`config.mk`:
```
export PLATFORM = sky130hd
export DESIGN_NAME = truth_table_sequencer
export DESIGN_NICKNAME = d
export VERILOG_FILES = /design/src/rtl/truth_table_sequencer_pkg.sv /design/src/rtl/truth_table_sequencer_hold_timer.sv /design/src/rtl/truth_table_sequencer.sv
export SDC_FILE = /design/constraint.sdc
export NUM_CORES = 1
export LEC_CHECK = 0
export CAP_MARGIN = 30
export CORE_MARGIN = 3
export CORE_UTILIZATION = 53
export CTS_BUF_LIST = sky130_fd_sc_hd__clkbuf_8 sky130_fd_sc_hd__clkbuf_16
export CTS_CLUSTER_DIAMETER = 80
export DETAILED_ROUTE_END_ITERATION = 10
export HOLD_SLACK_MARGIN = 0.05
export MAX_ROUTING_LAYER = met4
export PLACE_DENSITY_LB_ADDON = 0.08
export SLEW_MARGIN = 20
export SYNTH_ARGS = -nofsm -noshare
export SYNTH_HDL_FRONTEND = slang
export SYNTH_SLANG_ARGS = --single-unit
```
`constraint.sdc`:
```
create_clock -name clk -period 5.85 [get_ports clk]
set_input_delay 1.17 -clock clk [delete_from_list [all_inputs] [get_ports clk]]
set_output_delay 1.17 -clock clk [all_outputs]
set_load 0.005 [all_outputs]
```
`src/rtl/truth_table_sequencer_pkg.sv`:
```
// Shared types and helpers for the truth-table sequencer.
//   state_t  : sequencer FSM states (2-bit encoding)
//   HOLD_W   : width of the per-vector hold counter
//   tbl_size : number of truth-table entries for a given input count
package seq_pkg;

  typedef enum logic [1:0] {
    IDLE  = 2'd0,
    DRIVE = 2'd1,
    DONE  = 2'd2
  } state_t;

  localparam int unsigned HOLD_W = 8;

  function automatic int unsigned tbl_size(input int unsigned n);
    return 32'd1 << n;
  endfunction

endpackage

```
`src/rtl/truth_table_sequencer_hold_timer.sv`:
```
// Hold timer: counts cycles while a stimulus vector is applied.
//   clk    : rising-edge clock
//   reset  : asynchronous active-high reset
//   clear  : synchronous clear of the count (wins over enable)
//   enable : count one cycle
//   tick   : high in the cycle where count == HOLD-1 while enabled
module hold_timer
  import seq_pkg::*;
#(
  parameter int unsigned HOLD = 2
) (
  input  logic clk,
  input  logic reset,
  input  logic clear,
  input  logic enable,
  output logic tick
);

  localparam logic [HOLD_W-1:0] LAST = HOLD_W'(HOLD - 1);

  logic [HOLD_W-1:0] count;

  always_ff @(posedge clk or posedge reset) begin
    if (reset) begin
      count <= '0;
    end else if (clear) begin
      count <= '0;
    end else if (enable) begin
      count <= count + HOLD_W'(1);
    end
  end

  assign tick = enable && (count == LAST);

endmodule

```
`src/rtl/truth_table_sequencer.sv`:
```
// Truth-table sequencer: on start, drives every input vector in ascending
// order for HOLD cycles each, captures the response of the block under test
// into a truth table and compares it with a golden table.
//   clk      : rising-edge clock
//   reset    : asynchronous active-high reset
//   start    : one-cycle sweep request, honoured only in IDLE
//   expected : golden table, bit i = expected response to vector i
//   vec_out  : stimulus vector to the block under test
//   resp_in  : response of the block under test
//   busy     : high while a sweep is in progress
//   done     : one-cycle pulse when the sweep completes
//   truth    : captured table, bit i = response sampled for vector i
//   match    : truth == expected, valid from done until next accepted start
module truth_table_sequencer
  import seq_pkg::*;
#(
  parameter int unsigned N_IN = 3,
  parameter int unsigned HOLD = 2
) (
  input  logic                      clk,
  input  logic                      reset,
  input  logic                      start,
  input  logic [tbl_size(N_IN)-1:0] expected,
  output logic [N_IN-1:0]           vec_out,
  input  logic                      resp_in,
  output logic                      busy,
  output logic                      done,
  output logic [tbl_size(N_IN)-1:0] truth,
  output logic                      match
);

  localparam int unsigned     TBL      = tbl_size(N_IN);
  localparam logic [N_IN-1:0] LAST_VEC = N_IN'(TBL - 1);

  state_t          state, state_n;
  logic [N_IN-1:0] vec_n;
  logic [TBL-1:0]  truth_n;
  logic            match_q, match_n;
  logic            tbl_eq;
  logic            tick;
  logic            timer_clear;
  logic            timer_en;

  assign timer_en    = (state == DRIVE);
  assign timer_clear = (state != DRIVE) || tick;

  hold_timer #(
    .HOLD (HOLD)
  ) u_hold_timer (
    .clk    (clk),
    .reset  (reset),
    .clear  (timer_clear),
    .enable (timer_en),
    .tick   (tick)
  );

  assign tbl_eq = (truth == expected);

  always_comb begin
    state_n = state;
    vec_n   = vec_out;
    truth_n = truth;
    match_n = match_q;
    case (state)
      IDLE: begin
        vec_n = '0;
        if (start) begin
          state_n = DRIVE;
          truth_n = '0;
        end
      end
      DRIVE: begin
        if (tick) begin
          truth_n[vec_out] = resp_in;
          if (vec_out != LAST_VEC) begin
            vec_n = vec_out + N_IN'(1);
          end else begin
            state_n = DONE;
          end
        end
      end
      DONE: begin
        match_n = tbl_eq;
        state_n = IDLE;
        vec_n   = '0;
      end
      default: begin
        state_n = IDLE;
      end
    endcase
  end

  always_ff @(posedge clk or posedge reset) begin
    if (reset) begin
      state   <= IDLE;
      vec_out <= '0;
      truth   <= '0;
      match_q <= 1'b0;
    end else begin
      state   <= state_n;
      vec_out <= vec_n;
      truth   <= truth_n;
      match_q <= match_n;
    end
  end

  assign busy = (state == DRIVE);
  assign done = (state == DONE);
  // During DONE the comparison is presented live so that match rises together
  // with done and only sees expected in that cycle; the register then holds it.
  assign match = done ? tbl_eq : match_q;

endmodule
```
==> run metrics, run 1 <==
Final Cycle Share 0.6868; Netlist cell types 29; Post-Syn Nets 125; nets@finish 152; fin util 0.7341; Final min period 4.018 ns; Via density 5.586; fillers 161; Area contributors post-synth dfrtp_1 (46%), xor2_1 (8.9%), ha_1 (4.2%); adder-cell share of the synthesized area 0.04215; # DRC 0; Root Buffer clkbuf_8; DRT Wirelength 2315 microns; first-pass GRT wire length 4022 microns; Seq pwr share 0.391; setup_tns 0 ns; critical path peak fanout 2; row count 16; Gate Count Post-Synth 109; Avg Inst Size Synth 10.89 sq um; Hold Worst Slack 0.4880 ns; gpl congestion 0.8268; Tot Pwr 708.4 uW; sequential fraction of the synthesis area 0.4636; fraction of layout cells with a size suffix above 1 0.07407; status finished, final reports clean; die height 53.33 microns; CTS tree done; via count 905; antenna-violating nets left 0; complex-gate fraction of the synthesized area 0.09168; ant diodes 0; initial antenna violation count 0; Worst-Margin Slew 0.7974 ns; Tot GR Track Use 0.2033; Place WS 1.823 ns; post_cts resized 0; chip width 53.33 microns; DR WL/cell 14.29 microns; vias in the first global route 937; Synth Area in XOR/XNOR 0.1106; Critical Path Sink Type output pin; port bufs 25; Clock Latency Late Sink 0.26 ns; critical path arrival 2.85 ns; Final Slew Violations 0; RSZ-0062 raised after global routing no; Post-CTS Setup Inserts 0; H-tree depth 1; highest clock rate 0.2489 GHz; Hold Vio Cnt, Final 0; post-cts hold buffer count 0; worst hold-check path type flop to flop; Int Power 441.1 uW; # IOs 26; DP Wirelength 1781 microns; largest net degree at the start of global routing 23; share of the synthesized area in the top cell type 0.4636; synthesis-to-layout area growth 26.24%; clock buffer depth 2; Worst Slack Setup Final 1.832 ns; combinational family with the most area after synthesis simple AND/OR/NAND/NOR gates; ys async rst share 1.000; relative slew slack 0.4678; most numerous cell in the Yosys netlist dfrtp_1; Setup CP Type primary input to output pin; Sw Pwr 267.4 uW; starting density of the core 0.5815; CP startpoint kind primary input; Ys Warns 0; First DRT Iteration DRCs 6; simple-gate area share of the yosys netlist 0.2160; Req. time, crit path 4.68 ns; Core Box Area 0.002042 sq mm; Power Density 472.6 mW/mm^2; Synth top cells by count dfrtp_1 (22), xor2_1 (12), nor2_1 (11); Die Footprint 0.002844 sq mm; Max Cap Viol 0; Num CTS Buffers 3; multiplexer area fraction after synthesis 0.03372; clock-pin slew on the worst setup and hold paths 0.08 ns; sw frac 0.3774; combinational power share 0.458; Synth Register Bits 22; Final Skew 0.001843 ns; Pleak 0.6534 nW; largest area contributor in the netlist dfrtp_1; CTS Sinks 22; Detailed Routing Iterations Pass 1 4; Syn Std Cell Area 0.001187 sq mm; total congestion overflow 0; Peak supply drop 0.3873 mV; Synth Flop Type dfrtp_1; Post-synth EDFFs 0; final setup vio count 0; clock power share 0.151
## path summary, 6_finish.rpt
path | startpoint | endpoint | slack, ns | depth (start not counted)
min in group asynchronous | reset | truth[4] | 1.36 | 2
max in group asynchronous | reset | vec_out[0] | 4.00 | 2
setup / recovery | expected[6] | match | 1.83 | 6
hold reg to reg | u_hold_timer.count[0] | u_hold_timer.count[0] | 0.49 | 1
setup reg to reg | u_hold_timer.count[1] | truth[0] | 3.79 | 6
hold / removal | u_hold_timer.count[0] | u_hold_timer.count[0] | 0.49 | 1
## per-layer routing
metal / GRT usage / routed length, microns / up-vias
li1: - / - / 440
met1: 0.2220 / 976 / 424
met2: 0.3306 / 1124 / 39
met3: 0.07887 / 201 / 2
met4: 0.08085 / 14 / 0
met5: - / 0 / -
## layout by cell type (no fill, tap or decap)
cell,synthesis,layout
xnor2_1,3,3
o21ai_1,1,1
or4_1,1,1
nor4_1,2,2
clkbuf_8,0,4
or2b_2,1,1
or3_1,2,2
dfrtp_1,22,22
clkdlybuf4s50_1,0,25
nand3b_1,2,2
or4b_4,1,1
ha_1,4,4
nor2b_1,3,3
o21ai_0,1,1
nor2_1,11,11
mux2i_1,4,4
o31ai_1,6,6
a311oi_1,1,1
nor4_4,2,2
nand3_1,6,6
nand2_1,3,3
xor2_1,12,12
or3_4,1,1
and2_1,1,1
inv_1,6,6
nor3_1,1,1
and3_1,2,2
o211ai_1,6,6
and3_2,1,1
## sequential cells by signal, summed over array words and instances, names as in the netlist
signal and cells:
truth 8, u_hold_timer.count 8, vec_out 3, state 2
match_q 1
## cells by family (layout without fill, tap and decap cells)
group / after synthesis / count (layout)
compound gates: 15 / 15
xor+xnor: 15 / 15
fa+ha+maj: 4 / 4
buf+inv: 9 / 35
flops: 22 / 22
mux: 4 / 4
simple gates: 40 / 40
## power by group through the flow
stage          Combinational, mW  Sequential (mW)  Clock, mW
6_report                   0.324            0.277      0.107
5_1_grt                    0.363            0.289      0.118
4_1_cts                    0.328            0.277      0.111
3_5_place_dp               0.327            0.280          0
3_3_place_gp               0.311            0.277          0
2_1_floorplan              0.218            0.271          0
## final cells by class
cell class	instances	area [sq um]	area share
multi-input cells	78	586.8	0.3915
flip-flops and latches	22	550.5	0.3673
repair buffers	25	250.2	0.1669
clock buffers	4	55.05	0.03673
well taps	27	33.78	0.02254
inverters	6	22.52	0.01503
## worst max-delay path, stage by stage
cell and delay, ns:
clkdlybuf4s50_1 0.41, xor2_1 0.16, nor4_1 0.29, nand3_1 0.11, o21ai_0 0.14, clkdlybuf4s50_1 0.56
## per-stage QoR
step / cells / instance area (sq um)
floorplan: 109 / 1187
global placement: 158 / 1444
detailed placement: 158 / 1444
CTS: 162 / 1499
global route: 162 / 1499
finish: 162 / 1499
(Power assumes the default switching activity.)
==> run 2, diff against run 1 <==
--- a/config.mk
+++ b/config.mk
@@ -7,7 +7,7 @@
 export LEC_CHECK = 0
 export CAP_MARGIN = 30
 export CORE_MARGIN = 3
-export CORE_UTILIZATION = 53
+export CORE_UTILIZATION = 44
 export CTS_BUF_LIST = sky130_fd_sc_hd__clkbuf_8 sky130_fd_sc_hd__clkbuf_16
 export CTS_CLUSTER_DIAMETER = 80
 export DETAILED_ROUTE_END_ITERATION = 10
==> constraint.sdc (replaced) <==
create_clock -name clk -period 3.26 [get_ports clk]
set_input_delay 0.652 -clock clk [delete_from_list [all_inputs] [get_ports clk]]
set_output_delay 0.652 -clock clk [all_outputs]
set_load 0.005 [all_outputs]
==> run 2 against run 1 <==
  * Clock power up 51%
  * Global-route usage down 4.3 points
  * Clock skew up 0.0020 ns
  * Die area up 18%
  * Worst hold slack better by 0.0086 ns
  * Routed wire length down 3.8%
  * Cell count up 1.2%
  * Setup slack worse by 1.6 ns
  * Critical path type unchanged
  * First-iteration DRC count rose to 6.7 times the previous value
  * Sequential share of layout area up 0.25 points
==> run metrics, run 2 (same netlist as run 1, synthesis figures left out) <==
status finished, final reports clean; multi-input logic area 586.8 sq um; most frequent cells in the layout clkdlybuf4s50_1 (25), dfrtp_1 (22), xor2_1 (12); Max Cap Viol 0; # IOs 26; Final Skew 0.003838 ns; Hold EP u_hold_timer.count[0]; Final Non-Filler Cells 164; Peak supply drop 0.4928 mV; Buf+Inv Stages, Crit Path 2; CP startpoint kind primary input; most common cell after layout, fill and taps aside clkdlybuf4s50_1; Critical Path Sink Type output pin; Register Area 550.5 sq um; vias in the first global route 926; CTS Sinks 22; Final Cycle Share 0.9302; Detailed Routing Iterations Pass 1 4; DR WL/cell 13.57 microns; synthesis-to-layout area growth 25.40%; clock power share 0.132; highest clock rate 0.3298 GHz; R2R cell count 6; Num CTS Buffers 3; post_cts resized 0; post-cts hold buffer count 0; Setup CP Type primary input to output pin; Worst-Margin Slew 0.8002 ns; RSZ-0062 raised after global routing no; crit-path cells clkdlybuf4s50_1, xor2_1, nor4_1, nand3_1, o21ai_0, clkdlybuf4s50_1; starting density of the core 0.4707; initial antenna violation count 0; Die Footprint 0.003358 sq mm; Root Buffer clkbuf_8; Seq pwr share 0.404; port bufs 25; Int Power 766.5 uW; critical path's largest stage delay 0.55 ns; fillers 220; Sw Pwr 465.5 uW; Core Box Area 0.002522 sq mm; CP top delay family buffers and inverters; Hold Worst Slack 0.4966 ns; Hold Path Depth 1; Pleak 0.6462 nW; CP max-delay cell clkdlybuf4s50_1; setup_tns 0 ns; gpl congestion 0.8054; worst hold-check path type flop to flop; die height 57.95 microns; r2r startpoint u_hold_timer.count[1]; DRT Wirelength 2226 microns; largest net degree at the start of global routing 23; nets@finish 152; CTS tree done; row count 18; Req. time, crit path 2.61 ns; relative slew slack 0.4659; Clock Latency Late Sink 0.26 ns; R2R Path End truth[4]; DP Wirelength 1736 microns; Hold Vio Cnt, Final 0; CP most frequent cell clkdlybuf4s50_1; via count 896; Post-CTS Setup Inserts 0; final setup vio count 0; Power Density 827.5 mW/mm^2; chip width 57.95 microns; sw frac 0.3778; hold path startpoint u_hold_timer.count[0]; First DRT Iteration DRCs 40; Tot GR Track Use 0.1603; first-pass GRT wire length 4008 microns; Final min period 3.032 ns; critical path arrival 2.38 ns; Top Registers truth (8), u_hold_timer.count (8), vec_out (3); antenna-violating nets left 0; R2R setup slack 1.19 ns; Final Slew Violations 0; clock buffer depth 2; total congestion overflow 0; ant diodes 0; critical path peak fanout 2; Tot Pwr 1.232 mW; Via density 5.463; combinational power share 0.464; Cells after DPL 161; # DRC 0; fraction of layout cells with a size suffix above 1 0.06716; clock-pin slew on the worst setup and hold paths 0.07 ns; H-tree depth 1
-- run 2: power groups by stage --
stage / Combinational, mW / Clock (mW) / Sequential (mW)
finish: 0.571 / 0.162 / 0.498
global route: 0.641 / 0.179 / 0.523
CTS: 0.583 / 0.169 / 0.501
detailed placement: 0.581 / 0 / 0.507
global placement: 0.564 / 0 / 0.500
floorplan: 0.390 / 0 / 0.486
-- run 2: cell type report --
| type | count | area share |
|---|---|---|
| timing repair buffer | 25 | 0.1681 |
| multi-input combinational | 78 | 0.3941 |
| tap | 30 | 0.02521 |
| sequential | 22 | 0.3697 |
| clock buffer | 3 | 0.02773 |
| inverter | 6 | 0.01513 |
-- run 2: how the worst max path moves through the flow --
stage | cells after the start | startpoint | end | slack [ns]
3_5_place_dp | 6 | expected[6] | match | 0.16
4_1_cts | 6 | expected[6] | match | 0.16
2_1_floorplan | 6 | vec_out[0] | vec_out[0] | 1.34
5_1_grt | 6 | expected[6] | match | 0.07
6_report | 6 | expected[6] | match | 0.23
3_3_place_gp | 6 | expected[6] | match | 0.22
-- run 2: stage by stage --
step	setup slack, ns	instance area, sq um	utilization
finish	0.2276	1489	0.5903
global route	0.07406	1489	0.5903
CTS	0.1575	1489	0.5903
detailed placement	0.1580	1448	0.5739
global placement	0.2230	1448	0.5739
floorplan	1.341	1187	-
-- run 2: worst register-to-register path, stage by stage (launching register included) --
cell and delay [ns]:
dfrtp_1 0.39, inv_1 0.06, ha_1 0.15, or4b_4 0.49, or3_1 0.50, nor4_4 0.19, mux2i_1 0.21
-- run 2: per-layer routing --
metal	up-vias	part of all wire	GRT usage
li1	439	-	-
met1	431	0.43	0.1857
met2	20	0.49	0.2613
met3	6	0.057	0.03563
met4	0	0.018	0.07947
met5	-	0	-
==> run 3, diff against run 2 <==
--- a/config.mk
+++ b/config.mk
@@ -11,7 +11,7 @@
 export CTS_BUF_LIST = sky130_fd_sc_hd__clkbuf_8 sky130_fd_sc_hd__clkbuf_16
 export CTS_CLUSTER_DIAMETER = 80
 export DETAILED_ROUTE_END_ITERATION = 10
-export HOLD_SLACK_MARGIN = 0.05
+export HOLD_SLACK_MARGIN = 0.12
 export MAX_ROUTING_LAYER = met4
 export PLACE_DENSITY_LB_ADDON = 0.08
 export SLEW_MARGIN = 20
==> results of run 3 <==
Same layout as run 2: the final DEF is identical, and so are final timing and power.
